==> config.mk <==
export PLATFORM = sky130hd
export DESIGN_NAME = teclado_fifo
export DESIGN_NICKNAME = d
export VERILOG_FILES = /design/src/rtl/teclado_fifo.sv
export SDC_FILE = /design/constraint.sdc
export NUM_CORES = 1
export LEC_CHECK = 0
export BUFFER_PORTS_ARGS = -buffer_cell sky130_fd_sc_hd__buf_2
export CELL_PAD_IN_SITES_DETAIL_PLACEMENT = 0
export CELL_PAD_IN_SITES_GLOBAL_PLACEMENT = 1
export CORE_MARGIN = 8
export CORE_UTILIZATION = 44
export CTS_CLUSTER_SIZE = 24
export DETAILED_ROUTE_END_ITERATION = 10
export GPL_TIMING_DRIVEN = 1
export PLACE_DENSITY_LB_ADDON = 0.1
export SYNTH_ARGS = -nofsm -noshare
export SYNTH_HDL_FRONTEND = slang
export SYNTH_SLANG_ARGS = --single-unit
==> constraint.sdc <==
create_clock -name clk -period 3.1 [get_ports clk]
set_input_delay 0.31 -clock clk [delete_from_list [all_inputs] [get_ports clk]]
set_output_delay 0.31 -clock clk [all_outputs]
set_load 0.02 [all_outputs]
==> src/rtl/teclado_fifo.sv <==
// teclado_fifo: synchronised, debounced keypad capture into a FWFT FIFO with overflow flag
module teclado_fifo #(
  parameter int CODE_W   = 4,
  parameter int DATA_W   = 32,
  parameter int DEPTH    = 8,
  parameter int DEB_N    = 4,
  parameter int OUT_MODE = 0
) (
  input  logic                     clk,
  input  logic                     reset,
  input  logic [CODE_W-1:0]        key_code,
  input  logic                     key_da,
  input  logic                     rd,
  input  logic                     clr_ovf,
  output logic [DATA_W-1:0]        out,
  output logic                     empty,
  output logic                     full,
  output logic [$clog2(DEPTH):0]   count,
  output logic                     key_pulse,
  output logic                     ovf
);
  localparam int AW  = $clog2(DEPTH);
  localparam int CNW = AW + 1;
  localparam int CW  = $clog2(DEB_N + 1);
  logic              da_s1, da_s2, stable, ev;
  logic [CODE_W-1:0] code_s1, code_s2, ev_code, head;
  logic [CW-1:0]     deb;
  logic [AW-1:0]     wp, rp;
  logic [CODE_W-1:0] mem [DEPTH];
  logic              pop, push, lost;
  assign empty = count == '0;
  assign full  = count == CNW'(DEPTH);
  assign pop   = rd && !empty;
  // a full FIFO still accepts a key when the same edge frees a slot
  assign push  = ev && (!full || pop);
  assign lost  = ev && full && !pop;
  assign head  = mem[rp];
  assign out   = empty ? '0 : (OUT_MODE != 0) ? DATA_W'(1) << head : DATA_W'(head);
  always_ff @(posedge clk) begin
    if (reset) begin
      da_s1     <= 1'b0;
      da_s2     <= 1'b0;
      code_s1   <= '0;
      code_s2   <= '0;
      stable    <= 1'b0;
      deb       <= '0;
      ev        <= 1'b0;
      ev_code   <= '0;
      key_pulse <= 1'b0;
      wp        <= '0;
      rp        <= '0;
      count     <= '0;
      ovf       <= 1'b0;
    end else begin
      da_s1     <= key_da;
      da_s2     <= da_s1;
      code_s1   <= key_code;
      code_s2   <= code_s1;
      ev        <= 1'b0;
      // ev marks the rising flip of the stable level; it is consumed one edge later
      if (da_s2 == stable) deb <= '0;
      else if (deb == CW'(DEB_N - 1)) begin
        deb     <= '0;
        stable  <= da_s2;
        ev      <= da_s2;
        ev_code <= code_s2;
      end else deb <= deb + 1'b1;
      key_pulse <= ev;
      if (push) wp <= wp + 1'b1;
      if (pop) rp <= rp + 1'b1;
      count <= count + CNW'(push) - CNW'(pop);
      ovf   <= lost | (ovf & ~clr_ovf);
    end
  end
  always_ff @(posedge clk) if (push) mem[wp] <= ev_code;
endmodule

# [Word level (Yosys, flattened, before mapping)]
# Memories as Yosys holds them, arrays and structs flattened. A register that Yosys moved wholly into a read port is not among the register bits.
# Index checks and enable logic that the tools add are counted.
[op_classes] bitwise_logic=5 n_reduce_logical=12 n_eq_ne=3 addsub=5 n_mux=5
[op_table] operator="$add A3 B1 Y3 const B" count=3
[op_table] operator="$mux W3" count=2
[op_table] operator="$reduce_or A3 Y1" count=2
[op_table] operator="$add A4 B1 Y4" count=1
[op_table] operator="$eq A4 B4 Y1 const B" count=1
[op_table] operator="$logic_and A1 B1 Y1" count=4
[op_table] operator="$logic_not A4 Y1" count=1
[op_table] operator="$mux W4" count=1
[op_table] operator="$sub A4 B1 Y4" count=1
[op_table] operator="$eq A3 B2 Y1 const B" count=1
[op_table] operator="$logic_not A1 Y1" count=3
[op_table] operator="$not A1 Y1" count=3
[op_table] operator="$mux W1" count=2
[op_table] operator="$reduce_and A2 Y1" count=1
[op_table] operator="$and A1 B1 Y1" count=1
[op_table] operator="$eq A1 B1 Y1" count=1
[op_table] operator="$logic_or A1 B1 Y1" count=1
[op_table] operator="$or A1 B1 Y1" count=1
[totals] reg_bits=31 wordCells=44 memories=1 output_inout_bits=40 input_bits=9 ram_bits=32
[memory_table] name="mem" depth=8 word_bits=4 read_ports=1 rd_clocked_by_memory_dff=1 write_ports=1 line="29" rtl="logic [CODE_W-1:0] mem [DEPTH];"

# [Longest topological paths before layout]
# Gate-level depths: netlist of the first run.
[depth] ltp_word=7 depth_mapped=10 depth_no_buf=10

# [Least setup slack after synthesis of the first run]
# Ideal clock, no wire load.
[synth_timing] path_type="reg-to-reg" start="register count[2]" end="register count[3]" arrival_time_ns=2.389 period_less_slack_ns=2.509 path_stages_with_launch=11 slack_ns=0.591 n_path_buf=0 t_required_ns=2.979 setup_time_ns=0.121 cell_sequence="dfxtp_1 inv_1 ha_1 or3b_2 inv_2 or3_1 o21ai_0 ha_1 a21o_1 a21oi_1 mux2_2"
[synth_between] elab_chain_len=7 word_cells_on_any_way=9 cone_classes="add/sub (2); eq/ne (1); reduce/logical (6)"
[synth_rtl] element="start, declared" line="18" rtl="output logic [$clog2(DEPTH):0] count,"
[synth_rtl] element="start signal, assigned" line="71" rtl="count <= count + CNW'(push) - CNW'(pop);"
[synth_rtl] element="$logic_not A4 Y1 (*)" line="31" rtl="assign empty = count == '0;"
[synth_rtl] element="via empty" line="16" rtl="output logic empty,"
[synth_rtl] element="$logic_not A1 Y1 (*)" line="33" rtl="assign pop = rd && !empty;"
[synth_rtl] element="$logic_and A1 B1 Y1 (*)" line="33"
[synth_rtl] element="$logic_or A1 B1 Y1" line="35" rtl="assign push = ev && (!full || pop);"
[synth_rtl] element="$logic_and A1 B1 Y1" line="35"
[synth_rtl] element="$add A4 B1 Y4" line="71"
[synth_rtl] element="$sub A4 B1 Y4 (*)" line="71"
# Mark *: on every way through the listed nets, which the timed path passes. The rest lies on a longest branch.
# A chain may end at the register's enable or synchronous reset.

# [Final worst setup path of the first run]
[layout_timing] start="register count[2]" end="register count[3]"
[layout_between] elab_chain_len=7 word_cells_on_any_way=9 cone_classes="add/sub (2); eq/ne (1); reduce/logical (6)"
[layout_rtl] element="$logic_not A4 Y1" line="31"
[layout_rtl] element="$logic_not A1 Y1" line="33"
[layout_rtl] element="$logic_and A1 B1 Y1" line="33"
[layout_rtl] element="$logic_or A1 B1 Y1" line="35"
[layout_rtl] element="$logic_and A1 B1 Y1" line="35"
[layout_rtl] element="$add A4 B1 Y4" line="71"
[layout_rtl] element="$sub A4 B1 Y4 (*)" line="71"
# Mark *: on every way between the ends. The rest lies on a longest branch, timed or not.

==> run summary, run 1 <==
The run finished with clean final reports. The power per cell area came out at 731 nW/um2. The detailed router finished its first iteration with 42 violations. The starting density of the core came out at 44.8%.

The number of nets with antenna violations after detailed routing came out at 0. The time the final worst path needs with I/O delays and setup is 2.62 ns. The critical path goes through inv_1 > ha_1 > or3b_4 > o21ai_0 > o21ai_0 > ha_1 > a21o_1 > a21oi_1 > mux2_2. Global routing used 11.3% of the available tracks across all layers. The share of synthesized flip-flops with an asynchronous set or reset came out at 0%. Cells fill 48.9% of the core in the end. STA classifies the critical path startpoint as a flop.

The relative max-transition margin came out at 50.6%. The post-cts gate resize count is 0. Buffers inserted during clock tree synthesis total 9. The final cell count without fillers came out at 328. The total global routing overflow is 0.

The clock share of power came out at 29.5%. The maximum clock path buffer count came out at 2. The minimum setup slack after placement is 0.504 ns.

The cell-internal power is 1.55 mW. The switching component of the power came out at 0.677 mW. The pin count of the biggest net entering global routing came out at 37. The slowest stage of the critical path belongs to the cell o21ai_0. The average wire per cell in the routed design is 14.3 um. Leaving out fill and tap cells, the most frequent cell in the layout is dfxtp_1.

The critical path crosses 9 cells after its start point. The number of global-route vias before repair came to 1530. The last weighted congestion value of the routability-driven placer came out at 0.741. The via total after detailed routing came out at 1519. STA classifies the critical path endpoint as a flop.

The average footprint of a synthesized cell is 12.7 um2. The sequential share of power is 45.2%. The sequential area share after synthesis is 58.7%.

For the worst flop-to-flop path, the logic depth is 9. The final-report max-slew violation count is 0. The initial antenna violation count is 0. The number of endpoints with negative hold slack in the final report is 0.

The final net count is 265. The number of cells traversed by the worst hold path came out at 2. The summed area of non-filler cells in the final layout came out at 3050 um2. The data arrival time of the critical path is 2.84 ns. CTS placed an instance of clkbuf_8 at the clock tree root. The total instance count after detailed placement came out at 312. The maximum clock frequency came out at 382 MHz. The largest clock skew in the final design is 0.00483 ns.

The synthesized design contains 32 enable-type register cells. The netlist area before placement is 2800 um2. The top cell types in the final layout, fill and taps aside, are dfxtp_1, edfxtp_1, conb_1. The count of hold-fix buffers inserted at cts came out at 0. The switching power as a share of total power came out at 30.3%. The CTS tree is yes.

The number of synthesized register bits is 66. The detailed-route vias per instance is 4.63. The class of the worst hold path is in2reg. For this design the top-level I/O count stands at 49.

The period utilization is 84.4%. The final setup violation count is 0. For this run, the detailed router's first-pass iteration total came to 4. The critical path buffer and inverter count came out at 1. The most used flip-flop cell after synthesis is dfxtp_1. The height of the die is 95.7 um. Setup repair after global routing left no endpoint under its margin. The worst setup path is of the reg2reg kind.

The number of warning messages in the yosys log is 0. The data required time of the worst path came out at 3.32 ns. The slew at the pin closest to its max-slew limit is 0.736 ns. In this run the number of H-tree levels came out at 3.

The instance area at placement came out at 2870 um2. The worst stage delay on the critical path is 0.48 ns. The detailed-placement wirelength estimate is 3.42 mm. The clock latency at the later pin of the worst-skew pair is 0.33 ns.

Adding up every negative setup slack in the final design gives 0 ns. The cell count after synthesis came out at 221. In this run, the combinational gates consume 25.3% of the power. For this run, design rule violations remaining after detail routing come to 0.

Wires add up to 4.70 mm. After clock tree synthesis, the clock-pin slew on the worst setup and hold paths is 0.07 ns. The clock sink count came out at 66.

The port buffer count is 20. The static power due to leakage is 1.18 nW. Across all setup checks in the final design, the least slack found is 0.483 ns. The wire length of the first global-routing pass came out at 7.71 mm. The worst vdd rail ir drop came out at 0.407 mV. The ratio of cells with drive above 1 in the final layout came out at 19.1%. The growth of design area from synthesis to finish is 9.13%.

The die boundary width is 95.7 um. The core outline area is 6240 um2. The unique cell type count in the Yosys netlist is 37. The overall die area came out at 9160 um2. The initialized floorplan defines 29 standard-cell rows. The number of setup buffers added after CTS came out at 0. The highest fanout seen on the critical path is 6.

The total of max-cap violations came out at 0. Grouping stages by cell kind, the critical path spends the most delay in compound AO/OA/AOI/OAI gates. The number of diodes added for antenna fixing came out at 0.
## power groups by stage
stage                     Sequential [mW]  Combinational (mW)  Clock [mW]
final                                1.01               0.564       0.658
after global routing                 1.02               0.618       0.712
after CTS                            1.01               0.572       0.673
after detailed placement             1.03               0.570           0
after global placement               1.03               0.570           0
after floorplan                      1.02               0.456           0
## kinds of logic after synthesis
kind of cell | after synthesis | synth area share, %
AO/OA/AOI/OAI | 27 | 5.86
AND/OR/NAND/NOR | 57 | 11.5
flip-flops | 66 | 58.7
other | 1 | 0.134
adder cells (fa/ha/maj) | 10 | 4.74
multiplexers | 13 | 8.37
buffers and inverters | 44 | 9.71
XOR/XNOR | 3 | 0.940
## metrics by stage
stage               power, mW  hold WS (ns)
finish                   2.23         0.183
global route             2.35         0.172
CTS                      2.25         0.171
detailed placement       1.60         0.419
global placement         1.60         0.416
floorplan                1.48         0.399
## final timing paths
path | start | to | slack (ns)
worst min-delay path | key_code[1] | code_s1[1] | 0.18
worst max-delay path | count[2] | count[3] | 0.48
worst min register to register | deb[0] | deb[0] | 0.42
worst max register to register | count[2] | count[3] | 0.48
## registers in the layout (all words and copies together) (netlist names), named ones only
| register | count |
|---|---|
| mem | 32 |
| count | 4 |
| ovf | 1 |
| code_s1 | 4 |
| ev_code | 4 |
| da_s1 | 1 |
| code_s2 | 4 |
| ev | 1 |
| key_pulse | 1 |
| da_s2 | 1 |
| wp | 3 |
| deb | 3 |
| rp | 3 |
| stable | 1 |
## worst register-to-register path: stages, from the launching register on
cell     delay (ns)
dfxtp_1        0.31
inv_1          0.10
ha_1           0.14
or3b_4         0.40
o21ai_0        0.48
o21ai_0        0.17
ha_1           0.24
a21o_1         0.18
a21oi_1        0.15
mux2_2         0.34
## cell usage after synthesis, types with 4 or more instances
library cell	count	area share (%)
a21oi_1	9	1.6
a22o_1	4	1.3
buf_4	28	7.5
clkbuf_1	4	0.54
dfxtp_1	34	24
edfxtp_1	32	34
ha_1	9	4.0
inv_1	9	1.2
mux4_2	8	6.4
nand2b_1	5	1.1
nand3_1	7	1.3
nor2_1	13	1.7
nor2b_1	17	3.8
nor3_1	4	0.72
o21ai_0	9	1.6
## final cells by class
class | instances | area, um2
fillers | 594 | 3190
flip-flops and latches | 66 | 1640
multi-input cells | 138 | 985
clock buffers | 14 | 174
repair buffers | 21 | 108
well taps | 77 | 96.3
inverters | 10 | 37.5
clock inverters | 2 | 10.0
## per-layer routing
metal	vias to the layer above	GRT usage, %	wire length (um)	part of all wire, %
li1	775	-	-	-
met1	710	14.2	2190	47
met2	26	16.7	2230	47
met3	8	3.90	203	4.3
met4	0	5.76	74	1.6
met5	-	0	0	0
Note: power is estimated with default switching activity, not from simulation.
==> run 2, diff against run 1 <==
Clock period 3.1 ns to 2.6 ns, I/O delays scaled along.
==> run 2 against run 1 <==
Critical path depth is 1 higher. Critical endpoint unchanged. Combinational power is 25% higher. Power is 25% higher. Routed wire length is 0.85% higher. Worst setup slack worse by 0.24 ns. Sequential power is 19% higher. Hold slack worse by 0.041 ns. First-iteration DRC count is 29% higher. Cell area is 2.4% higher. Fmax is 11% higher. Sequential share of layout area is 1.2 points lower.
==> run summary, run 2 (synthesized netlist as in run 1, its figures left out) <==
The clock input transition at the sequential cells of the worst setup and hold paths came out at 0.07 ns (about the same). The post-cts gate resize count is 0 (unchanged). The total global routing overflow came out at 0 (unchanged). The clock latency at the later pin of the worst-skew pair came out at 0.32 ns (about the same). The total of max-cap violations is 0 (unchanged). The class of the worst hold path is in2reg. The global-route total usage across every layer came out at 11.4% (+0.12 points). The power per cell area is 895 nW/um2 (+23%). The average wire per cell in the routed design was 14.2 um (-0.96%). Counting flops per register, the top entry is mem.

The run finished with clean final reports. The wire length of the first global-routing pass came out at 7.81 mm (+1.3%). The area occupied by multi-input gates is 987 um2 (+0.25%). The top-level I/O count is 49 (unchanged). The clock sink count came out at 66 (unchanged). The number of endpoints with negative hold slack in the final report came out at 0 (unchanged). The final setup violation count is 0 (unchanged).

The cell row count is 29 (unchanged). The count of hold-fix buffers inserted at cts came out at 0 (unchanged). The maximum clock frequency is 424 MHz (+11%). The critical path in this run is classified as reg2reg. The cell-internal power is 1.98 mW (+28%). The height of the die is 95.7 um (unchanged).

TritonCTS built the clock tree. The switching component of the power came out at 0.815 mW (+20%). In the layout the commonest cells are dfxtp_1, edfxtp_1, conb_1.

The minimum setup slack after placement came out at 0.146 ns (-0.358 ns). The number of H-tree levels is 3 (unchanged). The total area of sequential cells came to 1640 um2 (unchanged). The slew at the pin closest to its max-slew limit is 0.595 ns (-0.141 ns). The flip-flop count of the largest register, all copies and words added is 32 (unchanged). The highest fanout seen on the critical path was 4 (-2). The detailed-route vias per instance came out at 4.58 (-1.1%).

The setup TNS came out at 0 ns (unchanged). The worst vdd rail ir drop is 0.508 mV (+25%). Compared with the post-synthesis result, the final layout area differs by 11.7%. The starting density of the core came to 44.8% (unchanged). The ratio of cells with drive above 1 in the final layout came to 21.4% (+2.3 points). The worst setup path is captured at a flop. The summed area of non-filler cells in the final layout is 3120 um2 (+2.4%). The first-pass iteration count of the detailed router came out at 4 (unchanged).

The setup slack of the critical path after layout came to 0.242 ns (-0.241 ns). The number of setup buffers added after CTS came to 0 (unchanged). The number of diodes added for antenna fixing is 0 (unchanged). The via total after detailed routing is 1530 (+0.72%). The combinational group share of total power came to 25.2% (about the same).

The data arrival time of the critical path is 2.58 ns (-0.26 ns). The instance area at placement came out at 2910 um2 (+1.6%). The aggregate routed wire length came to 4.74 mm (+0.85%).

The data required time of the worst path came out at 2.82 ns (-0.50 ns). The sort of element at the start of the critical path is a flop. The detailed router's first-iteration violation count came out at 54 (+29%).

The largest clock skew in the final design was 0.00503 ns (+0.000204 ns). The final net count was 271 (+2.3%). The filler cell count is 593 (-0.17%).

The detailed-placement wirelength estimate is 3.48 mm (+1.8%). The maximum clock path buffer count came out at 2 (unchanged). The pin count of the biggest net entering global routing came to 37 (unchanged).

The final routed DRC violation total came out at 0 (unchanged). The static power due to leakage is 1.22 nW (+3.4%). The leading cell type in the layout, fill and taps excluded is dfxtp_1. The final design utilization came out at 50.1% (+1.2 points). The sequential share of power came out at 42.9% (-2.3 points). Setup repair after global routing left no endpoint under its margin. The time the final worst path needs with I/O delays and setup came out at 2.36 ns (-0.259 ns). The switching power as a share of total power came out at 29.1% (-1.2 points).

The port buffer count is 20 (unchanged). The last weighted congestion value of the routability-driven placer came to 0.708 (-4.6%). The number of global-route vias before repair is 1610 (+5.2%).

The relative max-transition margin came out at 60.3% (+9.8 points). The period utilization is 90.7% (+6.3 points). The clock share of power is 31.9% (+2.4 points).

The die boundary width came out at 95.7 um (unchanged). The cell chosen for the clock root is clkbuf_8. The CTS buffer count is 9 (unchanged).

The number of nets with antenna violations after detailed routing is 0 (unchanged). The initial antenna violation count was 0 (unchanged). The final-report max-slew violation count is 0 (unchanged). The overall die area is 9160 um2 (unchanged). The core outline area is 6240 um2 (unchanged).
run 2: area by class of cell:
| class | instances | area share (%) |
|---|---|---|
| clock inverter | 6 | 2.60 |
| timing repair buffer | 27 | 4.89 |
| multi-input combinational | 138 | 31.6 |
| sequential | 66 | 52.5 |
| clock buffer | 10 | 4.08 |
| inverter | 10 | 1.20 |
| tap | 77 | 3.08 |
run 2: routing by layer:
layer / vias to the layer above / track usage, % / share of wire, %
met5: - / 0 / 0
met4: 0 / 6.91 / 1.4
met3: 7 / 2.96 / 3.7
met2: 24 / 18.3 / 51
met1: 710 / 13.4 / 44
li1: 789 / - / -
run 2: worst paths after layout:
kind                                  start         end  slack, ns  depth (start not counted)
worst max register to register     count[2]    count[3]       0.24                         10
worst max-delay path               count[2]    count[3]       0.24                         10
worst min register to register       deb[0]      deb[0]       0.42                          1
worst min-delay path            key_code[3]  code_s1[3]       0.14                          2
run 2: metrics by stage:
| step | std cells | total power, mW | hold slack, ns |
|---|---|---|---|
| 3_3_place_gp | 318 | 1.93 | 0.417 |
| 4_1_cts | 334 | 2.83 | 0.121 |
| 5_1_grt | 334 | 2.96 | 0.134 |
| 3_5_place_dp | 318 | 1.93 | 0.413 |
| 6_report | 334 | 2.80 | 0.141 |
| 2_1_floorplan | 248 | 1.76 | 0.388 |
run 2: power by group through the flow:
stage / clock network [mW] / logic [mW] / registers (mW)
finish: 0.891 / 0.704 / 1.20
global route: 0.964 / 0.789 / 1.21
floorplan: 0 / 0.543 / 1.22
global placement: 0 / 0.698 / 1.23
CTS: 0.925 / 0.704 / 1.20
detailed placement: 0 / 0.701 / 1.23
run 2: critical path, cell delays in order, from the launching register on:
cell and delay (ns):
dfxtp_1 0.31, inv_1 0.11, ha_1 0.19, or3b_4 0.41, inv_2 0.07, or3_1 0.16
o21ai_0 0.12, ha_1 0.22, a21o_1 0.18, a21oi_1 0.15, mux2_2 0.34
